<file path="src/rtl/output_drain_scheduler_if.sv">
// Result-stream bundle between the ODS producer/controller, the host port and the drain scheduler.
interface output_drain_scheduler_if #(
  parameter int DATA_WIDTH = 32,
  parameter int DEPTH      = 8
);
  localparam int OCC_W = $clog2(DEPTH) + 1;

  logic                  in_valid;
  logic [DATA_WIDTH-1:0] in_data;
  logic [31:0]           in_x;
  logic [31:0]           in_y;
  logic [31:0]           in_ch;
  logic                  clear;
  logic                  flush_req;
  logic                  stall;
  logic                  flush_done;
  logic                  out_valid;
  logic                  out_ready;
  logic [DATA_WIDTH-1:0] out_data;
  logic [31:0]           out_x;
  logic [31:0]           out_y;
  logic [31:0]           out_ch;
  logic [OCC_W-1:0]      occupancy;
  logic                  overflow;

  modport slave (
    input  in_valid, in_data, in_x, in_y, in_ch, clear, flush_req, out_ready,
    output stall, flush_done, out_valid, out_data, out_x, out_y, out_ch, occupancy, overflow
  );

  modport master (
    output in_valid, in_data, in_x, in_y, in_ch, clear, flush_req, out_ready,
    input  stall, flush_done, out_valid, out_data, out_x, out_y, out_ch, occupancy, overflow
  );
endinterface

</file>
<file path="src/rtl/output_drain_scheduler.sv">
// Tagged-result FIFO between the ODS stream and the host port, with almost-full stall
// and an end-of-layer flush sequence reporting completion via a one-cycle flush_done.
module output_drain_scheduler #(
  parameter int DATA_WIDTH = 32,
  parameter int DEPTH      = 8,
  parameter int AF_MARGIN  = 3
) (
  input  logic                    clk,
  input  logic                    arst_n_in,
  output_drain_scheduler_if.slave bus
);
  localparam int PTR_W = $clog2(DEPTH);
  localparam int OCC_W = PTR_W + 1;

  typedef enum logic [1:0] {IDLE, FILL, FLUSH} state_t;

  state_t                r_state;
  logic [PTR_W-1:0]      r_wr_ptr;
  logic [PTR_W-1:0]      r_rd_ptr;
  logic [OCC_W-1:0]      r_occ;
  logic                  r_overflow;
  logic                  r_flush_done;
  logic [DATA_WIDTH-1:0] r_mem_data [DEPTH];
  logic [31:0]           r_mem_x    [DEPTH];
  logic [31:0]           r_mem_y    [DEPTH];
  logic [31:0]           r_mem_ch   [DEPTH];

  logic             w_empty;
  logic             w_full;
  logic             w_pop;
  logic             w_push;
  logic [OCC_W-1:0] w_occ_next;

  assign w_empty = (r_occ == '0);
  assign w_full  = (r_occ == OCC_W'(DEPTH));
  assign w_pop   = !w_empty && bus.out_ready;
  assign w_push  = bus.in_valid && (!w_full || w_pop);

  always_comb begin
    w_occ_next = r_occ;
    case ({w_push, w_pop})
      2'b10:   w_occ_next = r_occ + OCC_W'(1);
      2'b01:   w_occ_next = r_occ - OCC_W'(1);
      default: w_occ_next = r_occ;
    endcase
  end

  always_ff @(posedge clk) begin
    if (w_push && !bus.clear) begin
      r_mem_data[r_wr_ptr] <= bus.in_data;
      r_mem_x[r_wr_ptr]    <= bus.in_x;
      r_mem_y[r_wr_ptr]    <= bus.in_y;
      r_mem_ch[r_wr_ptr]   <= bus.in_ch;
    end
  end

  always_ff @(posedge clk or negedge arst_n_in) begin
    if (!arst_n_in) begin
      r_state      <= IDLE;
      r_wr_ptr     <= '0;
      r_rd_ptr     <= '0;
      r_occ        <= '0;
      r_overflow   <= 1'b0;
      r_flush_done <= 1'b0;
    end else if (bus.clear) begin
      r_state      <= IDLE;
      r_wr_ptr     <= '0;
      r_rd_ptr     <= '0;
      r_occ        <= '0;
      r_overflow   <= 1'b0;
      r_flush_done <= 1'b0;
    end else begin
      r_flush_done <= 1'b0;
      r_occ        <= w_occ_next;
      if (w_push) r_wr_ptr <= r_wr_ptr + PTR_W'(1);
      if (w_pop)  r_rd_ptr <= r_rd_ptr + PTR_W'(1);
      if (bus.in_valid && !w_push) r_overflow <= 1'b1;

      case (r_state)
        IDLE: begin
          // An idle, empty buffer with nothing arriving completes the flush immediately.
          if (bus.flush_req) begin
            if (w_empty && !bus.in_valid) r_flush_done <= 1'b1;
            else                          r_state      <= FLUSH;
          end else if (w_push) begin
            r_state <= FILL;
          end
        end
        FILL: begin
          if (bus.flush_req)           r_state <= FLUSH;
          else if (w_occ_next == '0)   r_state <= IDLE;
        end
        FLUSH: begin
          if (w_empty && !bus.in_valid) begin
            r_state      <= IDLE;
            r_flush_done <= 1'b1;
          end
        end
        default: r_state <= IDLE;
      endcase
    end
  end

  assign bus.stall      = (r_occ >= OCC_W'(DEPTH - AF_MARGIN)) || (r_state == FLUSH);
  assign bus.flush_done = r_flush_done;
  assign bus.occupancy  = r_occ;
  assign bus.overflow   = r_overflow;
  assign bus.out_valid  = !w_empty;
  assign bus.out_data   = w_empty ? '0 : r_mem_data[r_rd_ptr];
  assign bus.out_x      = w_empty ? '0 : r_mem_x[r_rd_ptr];
  assign bus.out_y      = w_empty ? '0 : r_mem_y[r_rd_ptr];
  assign bus.out_ch     = w_empty ? '0 : r_mem_ch[r_rd_ptr];
endmodule

</file>
<file path="src/flat_wrapper.sv">
// flat-port wrapper written by rule: the top's interface ports become plain ports
module output_drain_scheduler_flat 
#(
  parameter int DATA_WIDTH = 32,
  parameter int DEPTH      = 8,
  parameter int AF_MARGIN  = 3
)
  (clk, arst_n_in, bus_in_valid, bus_in_data, bus_in_x, bus_in_y, bus_in_ch, bus_clear, bus_flush_req, bus_out_ready, bus_stall, bus_flush_done, bus_out_valid, bus_out_data, bus_out_x, bus_out_y, bus_out_ch, bus_occupancy, bus_overflow);
  output_drain_scheduler_if #(.DATA_WIDTH(DATA_WIDTH), .DEPTH(DEPTH)) bus_i ();
  input  logic clk;
  input  logic arst_n_in;
  input wire logic [$bits(bus_i.in_valid)-1:0] bus_in_valid;
  input wire logic [$bits(bus_i.in_data)-1:0] bus_in_data;
  input wire logic [$bits(bus_i.in_x)-1:0] bus_in_x;
  input wire logic [$bits(bus_i.in_y)-1:0] bus_in_y;
  input wire logic [$bits(bus_i.in_ch)-1:0] bus_in_ch;
  input wire logic [$bits(bus_i.clear)-1:0] bus_clear;
  input wire logic [$bits(bus_i.flush_req)-1:0] bus_flush_req;
  input wire logic [$bits(bus_i.out_ready)-1:0] bus_out_ready;
  output wire logic [$bits(bus_i.stall)-1:0] bus_stall;
  output wire logic [$bits(bus_i.flush_done)-1:0] bus_flush_done;
  output wire logic [$bits(bus_i.out_valid)-1:0] bus_out_valid;
  output wire logic [$bits(bus_i.out_data)-1:0] bus_out_data;
  output wire logic [$bits(bus_i.out_x)-1:0] bus_out_x;
  output wire logic [$bits(bus_i.out_y)-1:0] bus_out_y;
  output wire logic [$bits(bus_i.out_ch)-1:0] bus_out_ch;
  output wire logic [$bits(bus_i.occupancy)-1:0] bus_occupancy;
  output wire logic [$bits(bus_i.overflow)-1:0] bus_overflow;
  assign bus_i.in_valid = bus_in_valid;
  assign bus_i.in_data = bus_in_data;
  assign bus_i.in_x = bus_in_x;
  assign bus_i.in_y = bus_in_y;
  assign bus_i.in_ch = bus_in_ch;
  assign bus_i.clear = bus_clear;
  assign bus_i.flush_req = bus_flush_req;
  assign bus_i.out_ready = bus_out_ready;
  assign bus_stall = bus_i.stall;
  assign bus_flush_done = bus_i.flush_done;
  assign bus_out_valid = bus_i.out_valid;
  assign bus_out_data = bus_i.out_data;
  assign bus_out_x = bus_i.out_x;
  assign bus_out_y = bus_i.out_y;
  assign bus_out_ch = bus_i.out_ch;
  assign bus_occupancy = bus_i.occupancy;
  assign bus_overflow = bus_i.overflow;
  output_drain_scheduler #(.DATA_WIDTH(DATA_WIDTH), .DEPTH(DEPTH), .AF_MARGIN(AF_MARGIN)) u_core (.clk(clk), .arst_n_in(arst_n_in), .bus(bus_i));
endmodule
</file>
<file path="config.mk">
export PLATFORM = sky130hd
export DESIGN_NAME = output_drain_scheduler_flat
export DESIGN_NICKNAME = d
export VERILOG_FILES = /design/src/rtl/output_drain_scheduler_if.sv /design/src/rtl/output_drain_scheduler.sv /design/src/flat_wrapper.sv
export SDC_FILE = /design/constraint.sdc
export NUM_CORES = 1
export LEC_CHECK = 0
export CAP_MARGIN = 5
export CORE_AREA = 2 2 286 288
export DETAILED_ROUTE_END_ITERATION = 6
export DIE_AREA = 0 0 288 290
export PLACE_DENSITY = 0.77
export SLEW_MARGIN = 20
export SYNTH_ARGS = -nofsm -noshare
export SYNTH_HDL_FRONTEND = slang
export SYNTH_SLANG_ARGS = --single-unit
export TNS_END_PERCENT = 5
</file>
<file path="constraint.sdc">
create_clock -name clk -period 12.02 [get_ports clk]
set_input_delay 1.803 -clock clk [delete_from_list [all_inputs] [get_ports clk]]
set_output_delay 1.803 -clock clk [all_outputs]
set_load 0.1 [all_outputs]
</file>
**Word level (Yosys, flattened, before mapping)**

Memories as Yosys holds them, arrays and structs flattened.
Index checks and enable logic that the tools add are counted.

- Order comparisons: 1
- Equal/unequal tests: 9
- Multiplexer cells: 26
- Reduce and logical (&&, ||, !) cells: 19
- $add $sub $neg: 4

Operators with widths:

| operator | count |
|---|---|
| 32-bit two-way mux | 4 |
| 2-bit two-way mux | 7 |
| 3-bit two-way mux | 4 |
| 4-bit zero test | 2 |
| 4-bit by 3-bit inequality test with 1-bit output, second input constant | 2 |
| 4-bit case mux with 2 select lines | 1 |
| 1-bit two-way mux | 7 |
| 3-bit by 1-bit adder with 3-bit output, second input constant | 2 |
| 2-bit case mux with 3 select lines | 1 |
| 2-bit nonzero test | 3 |
| 1-bit logical AND | 5 |
| 1-bit zero test | 5 |
| 4-bit by 1-bit adder with 4-bit output, second input constant | 1 |
| 2-bit by 1-bit equality test with 1-bit output, second input constant | 2 |
| 2-bit equality test, second input constant | 2 |
| 4-bit equality test, second input constant | 1 |
| 4-bit by 3-bit >= comparator with 1-bit output, second input constant | 1 |
| 4-bit two-way mux | 1 |
| 4-bit inequality test, second input constant | 1 |
| 4-bit AND reduction | 1 |
| 4-bit by 1-bit subtractor with 4-bit output, second input constant | 1 |
| 3-bit by 2-bit inequality test with 1-bit output, second input constant | 1 |
| 2-bit zero test | 1 |
| 1-bit logical OR | 2 |
| 1-bit case mux with 2 select lines | 1 |

- Bits of input ports: 134
- Word-level logic and storage cells: 69
- Register bits after elaboration: 14
- Memories: 4
- RAM bits: 1,024

Memories:

| memory | words | width | read ports | clocked after Yosys merged registers in | wr ports | RTL line | RTL |
|---|---|---|---|---|---|---|---|
| u_core.r_mem_ch | 8 | 32 | 1 | 0 | 1 | output_drain_scheduler.sv:26 | `logic [31:0] r_mem_ch [DEPTH];` |
| u_core.r_mem_data | 8 | 32 | 1 | 0 | 1 | output_drain_scheduler.sv:23 | `logic [DATA_WIDTH-1:0] r_mem_data [DEPTH];` |
| u_core.r_mem_x | 8 | 32 | 1 | 0 | 1 | output_drain_scheduler.sv:24 | `logic [31:0] r_mem_x [DEPTH];` |
| u_core.r_mem_y | 8 | 32 | 1 | 0 | 1 | output_drain_scheduler.sv:25 | `logic [31:0] r_mem_y [DEPTH];` |

**Logic depth before layout (Yosys ltp)**

- Depth after elaboration: 12
- Gate-level depth with buffers: 8
- Gate-level depth less buffers: 8

**Least setup slack after synthesis**

OpenSTA, ideal clock, no wires.

- Kind: input -> register
- From: in bus_out_ready
- To: mem u_core.r_mem_ch[0][0] (enable)
- Arrival: 11.022 ns
- Stages on the path: 4
- Library setup time: 0.772 ns
- Data required time: 11.248 ns
- Setup slack: 0.227 ns
- Cell sequence: nand2b_1 -> o21ai_1 -> or3_1 -> nor3_1

- Word-level cells in the longest chain between the ends: 6

RTL lines:

| element | RTL line | RTL |
|---|---|---|
| from (decl) | flat_wrapper.sv:19 | `input wire logic [$bits(bus_i.out_ready)-1:0] bus_out_ready;` |
| 1-bit logical AND | output_drain_scheduler.sv:36 | `assign w_pop = !w_empty && bus.out_ready;` |
| 1-bit logical OR | output_drain_scheduler.sv:37 | `assign w_push = bus.in_valid && (!w_full \|\| w_pop);` |
| 1-bit logical AND | output_drain_scheduler.sv:37 |  |
| 1-bit logical AND | output_drain_scheduler.sv:49 | `if (w_push && !bus.clear) begin` |
| 1-bit two-way mux | output_drain_scheduler.sv:49 |  |
| 1-bit two-way mux (implied by the code) | output_drain_scheduler.sv:53 | `r_mem_ch[r_wr_ptr] <= bus.in_ch;` |
| to (decl) | output_drain_scheduler.sv:26 |  |

Every way passes these cells.

**Final worst setup path**

- From: reg u_core.r_rd_ptr[0]
- To: out bus_out_y[26]

- Word-level cells in the longest chain between the ends: 2

RTL lines:

| element | RTL line | RTL |
|---|---|---|
| from (decl) | output_drain_scheduler.sv:19 | `logic [PTR_W-1:0] r_rd_ptr;` |
| from (signal assigned) | output_drain_scheduler.sv:76 | `if (w_pop) r_rd_ptr <= r_rd_ptr + PTR_W'(1);` |
| memory 8 x 32 bit | -- |  |
| 32-bit two-way mux | output_drain_scheduler.sv:111 | `assign bus.out_y = w_empty ? '0 : r_mem_y[r_rd_ptr];` |
| to (decl) | flat_wrapper.sv:25 | `output wire logic [$bits(bus_i.out_y)-1:0] bus_out_y;` |

Every way passes these cells.

==> implementation parameters <==
Parameter                              Value

Clocking
  Number of buffers inserted by hold repair at cts ... 0
  Clock tree root driver cell ... clkbuf_16
  CTS H-tree lvls ... 3
  CTS-repair resized insts ... 0
  CTS clk-pin slew, worst paths ... 0.06 ns
  Buffer levels on the longest clock path ... 3
  Total setup buffers inserted after CTS ... 0
  TritonCTS buffer count ... 104
  Clk Latency, worst-skew pair ... 0.66 ns
  TritonCTS Sinks ... 1038
  TritonCTS clock tree ... built

Logic synthesis
  Area share of the largest cell type after synthesis ... 77.22%
  Total of flip-flops plus latches after synthesis ... 1038
  Fraction of the mapped netlist area in compound gates ... 0.3771%
  Share of flip-flops with an asynchronous set or reset after synthesis ... 1.349%
  Portion of netlist area occupied by mux cells ... 17.78%
  Post-synth top area cell ... edfxtp_1
  Combinational family with the most area after synthesis ... multiplexers
  Post-synthesis adder-cell area fraction ... 0.1760%
  Post-synthesis area per instance ... 23.11 um^2
  Yosys Warn Count ... 0
  Most common flop cell mapped by yosys ... edfxtp_1
  Share of the synthesized netlist area taken by xor and xnor gates ... 0.1320%
  Synth top area cells ... edfxtp_1 (77%), mux4_2 (14%), mux2i_1 (3.3%)
  Syn_nets ... 1862
  Synth Area in Simple Gates ... 1.778%
  Post-Synthesis Cell Area ... 0.03982 mm^2
  Number of enable-type register cells in the synthesized netlist ... 1024
  Library cells used by synthesis ... 40
  Sequential-to-total area share from yosys stat ... 78.10%
  Synthesized instance count ... 1723

Setup path
  Logic depth of the worst register-to-register path ... 7
  Logic depth of the worst path, buffers included ... 6
  R2R Path End ... u_core.r_mem_data[1][9]$_DFFE_PP_
  Critical path cell sequence ... buf_4, buf_12, mux4_2, mux2i_1, nor2_1, clkdlybuf4s50_1
  Critical Path RT ... 10.22 ns
  Slowest cell on crit path ... clkdlybuf4s50_1
  Kind of critical path ... flip-flop to output pin
  Cell type group with the largest total delay on the critical path ... buffers and inverters
  Critical path buffer and inverter count ... 3
  Beginning of the worst register-to-register path ... u_core.bus.occupancy[0]$_DFF_PN0_
  CP Launch Type ... flip-flop
  Worst R2R Setup Slack ... 8.24 ns
  Peak per-stage delay on the critical path ... 1.02 ns
  Worst path arrival time ... 4.71 ns
  Kind of end point of the critical path ... output pin
  Maximum fanout along the worst path ... 96
  Startpoint of the worst setup timing path ... u_core.r_rd_ptr[0]$_DFFE_PN0P_

GRT
  Global route total overflow ... 0
  Wire length of the first global-routing pass ... 123500 um
  Global-route usage over all layers ... 19.79%
  Pin count of the biggest net entering global routing ... 135
  Vias in the first global route ... 19600
  Antenna violations before repair ... 8

STA
  Total count of hold-check failures in the final report ... 0
  Maximum operating frequency ... 0.1536 GHz
  Max-slew headroom at the worst pin ... 25.98%
  Share of the cycle needed by the critical path after routing ... 54.17%
  Count of pins over their slew limit ... 0
  Worst Max-Slew Pin Slew ... 1.107 ns
  RSZ-0062 raised after global routing ... false
  Number of endpoints failing setup at the final stage ... 0
  Worst clock skew ... 0.01477 ns
  Tmin final ... 6.512 ns
  Summed negative setup slack over all endpoints ... 0 ns

Power and ir drop
  Share of total power in combinational logic ... 35.2%
  P per Cell Area ... 238.7 mW/mm^2
  Int Power ... 6.853 mW
  Post-route total power ... 11.19 mW
  Net switching component of the power ... 4.339 mW
  Sequential power share ... 36.8%
  Static leakage ... 14.24 nW
  Clock network power share ... 28.0%
  Maximum vdd ir drop ... 0.0002917 V
  Fraction of power spent switching nets ... 38.77%

Route
  Number of design-rule violations left by the first detailed-router iteration ... 1541
  Vias ... 18350
  Antenna-violating nets left ... 0
  Avg Vias per Cell ... 5.769
  Number of iterations in the first detailed-routing pass ... 5
  Detail-routed net length per standard cell ... 25.80 um
  Total wire length ... 82060 um
  DRC violation count after routing ... 0

Worst hold path
  Type of the most critical hold path ... flip-flop to flip-flop
  Worst hold path endpoint ... u_core.r_state[1]$_DFFE_PN0P_
  Launch point of the worst hold path ... u_core.r_state[1]$_DFFE_PN0P_
  Cells on Worst Hold Path ... 1

Cells and area
  Layout cells sized above 1 ... 21.08%
  Growth of design area from synthesis to finish ... 17.75%
  Number of antenna diodes ... 0
  Net count reported at finish ... 2175
  Final standard cell count with taps included and fillers excluded ... 3180

Floorplanning
  Cell Rows ... 104
  Initial cell density of the core ... 49.68%
  Width of the chip ... 288 um
  Floorplan Core Area ... 0.08016 mm^2
  Number of I/O pins ... 270
  Die Span Y ... 290 um
  Floorplan die area ... 0.08352 mm^2

Placement
  Final weighted congestion in routability-driven placement ... 0.7205
  Placed instance count ... 2989
  IO buf count ... 269
  Post-DP HPWL ... 43120 um

Flow run
  Number of violations of the max-capacitance limit ... 0

Outcome
  Run status ... completed
-- power by group through the flow --
stage | registers (mW) | clock network (mW) | logic, mW
after floorplan | 4.23 | 0 | 3.00
after global placement | 4.19 | 0 | 3.95
after detailed placement | 4.20 | 0 | 3.97
after CTS | 4.12 | 3.19 | 3.98
after global routing | 4.13 | 3.33 | 4.08
final | 4.12 | 3.13 | 3.94
-- registers in the layout, indices dropped and copies added (netlist names) --
| name | flops |
|---|---|
| u_core.bus.flush_done | 1 |
| u_core.r_state | 2 |
| u_core.r_mem_data | 256 |
| u_core.r_wr_ptr | 3 |
| u_core.r_mem_ch | 256 |
| u_core.bus.overflow | 1 |
| u_core.r_rd_ptr | 3 |
| u_core.r_mem_y | 256 |
| u_core.bus.occupancy | 4 |
| u_core.r_mem_x | 256 |
-- through the flow --
stage                     util (%)  worst slack (ns)  instance area [um^2]  hold WS [ns]
after floorplan                  -            0.2267                 39820        0.4707
after global placement       54.30             6.109                 43520        0.4909
after detailed placement     54.30             6.073                 43520        0.5049
after CTS                    58.46             5.356                 46860        0.5162
after global routing         58.50             5.146                 46890        0.5265
final                        58.50             5.508                 46890        0.5175
-- placed cells by master, fill, tap and decap left out, types with 3 or more instances in the layout --
cell type	instances
edfxtp_1	1024
xor2_1	5
clkbuf_8	3
buf_4	22
o21ai_0	3
nand2b_1	3
ha_1	4
nand2_1	9
nor2_4	6
nor3_2	3
buf_12	5
a211oi_1	3
clkinvlp_4	6
mux2i_1	130
clkdlybuf4s50_1	269
bufinv_16	9
clkinv_1	20
clkbuf_16	104
nor2_1	138
inv_16	3
a21oi_1	5
dfrtp_1	11
clkbuf_1	24
dfrtp_4	3
nor3b_1	3
mux4_2	256
clkinv_2	16
-- layout make-up --
cell class                      instances  area [um^2]
Tap cell                             1060         1326
Clock buffer                          131         2734
Fill cell                            5675        33270
Clock inverter                         59        603.1
Inverter                                3        11.26
Multi-Input combinational cell        592         8118
Timing Repair Buffer                  297         2985
Sequential cell                      1038        31110
-- worst max-delay path by stage --
stage / end / slack (ns)
final: bus_out_y[26] / 5.51
after global routing: bus_out_y[26] / 5.15
after CTS: bus_out_y[14] / 5.36
after detailed placement: bus_out_y[14] / 6.07
after global placement: bus_out_y[19] / 6.11
after floorplan: u_core.r_mem_ch[0][0]$_DFFE_PP_ / 0.23
-- synthesized netlist by cell type, types with 2 or more instances --
library cell and number:
nor3_1 4, nand2b_1 3, nor3b_1 3, nor2_1 144
dfrtp_1 14, mux4_2 256, ha_1 4, buf_6 36
a211oi_1 3, or3_1 2, o21ai_0 3, a21o_1 2
mux2i_1 130, inv_1 2, a21oi_1 5, buf_2 31
nand2_1 9, clkbuf_1 22, edfxtp_1 1024, xor2_1 5
nand3_1 2
-- routing by layer --
metal | global-route usage, % | part of all wire (%) | routed length [um] | up-vias
li1 | - | - | - | 7835
met1 | 25.64 | 39 | 32050 | 9780
met2 | 34.44 | 53 | 43270 | 604
met3 | 3.797 | 6.3 | 5196 | 111
met4 | 5.118 | 1.7 | 1431 | 16
met5 | 0 | 0.13 | 105 | -
-- cell families after synthesis --
logic type | after synthesis
buf+inv | 93
compound gates | 22
xor+xnor | 6
mux | 387
flops | 1038
fa+ha+maj | 5
simple gates | 172
No activity file was read; power rests on OpenSTA's default activity.
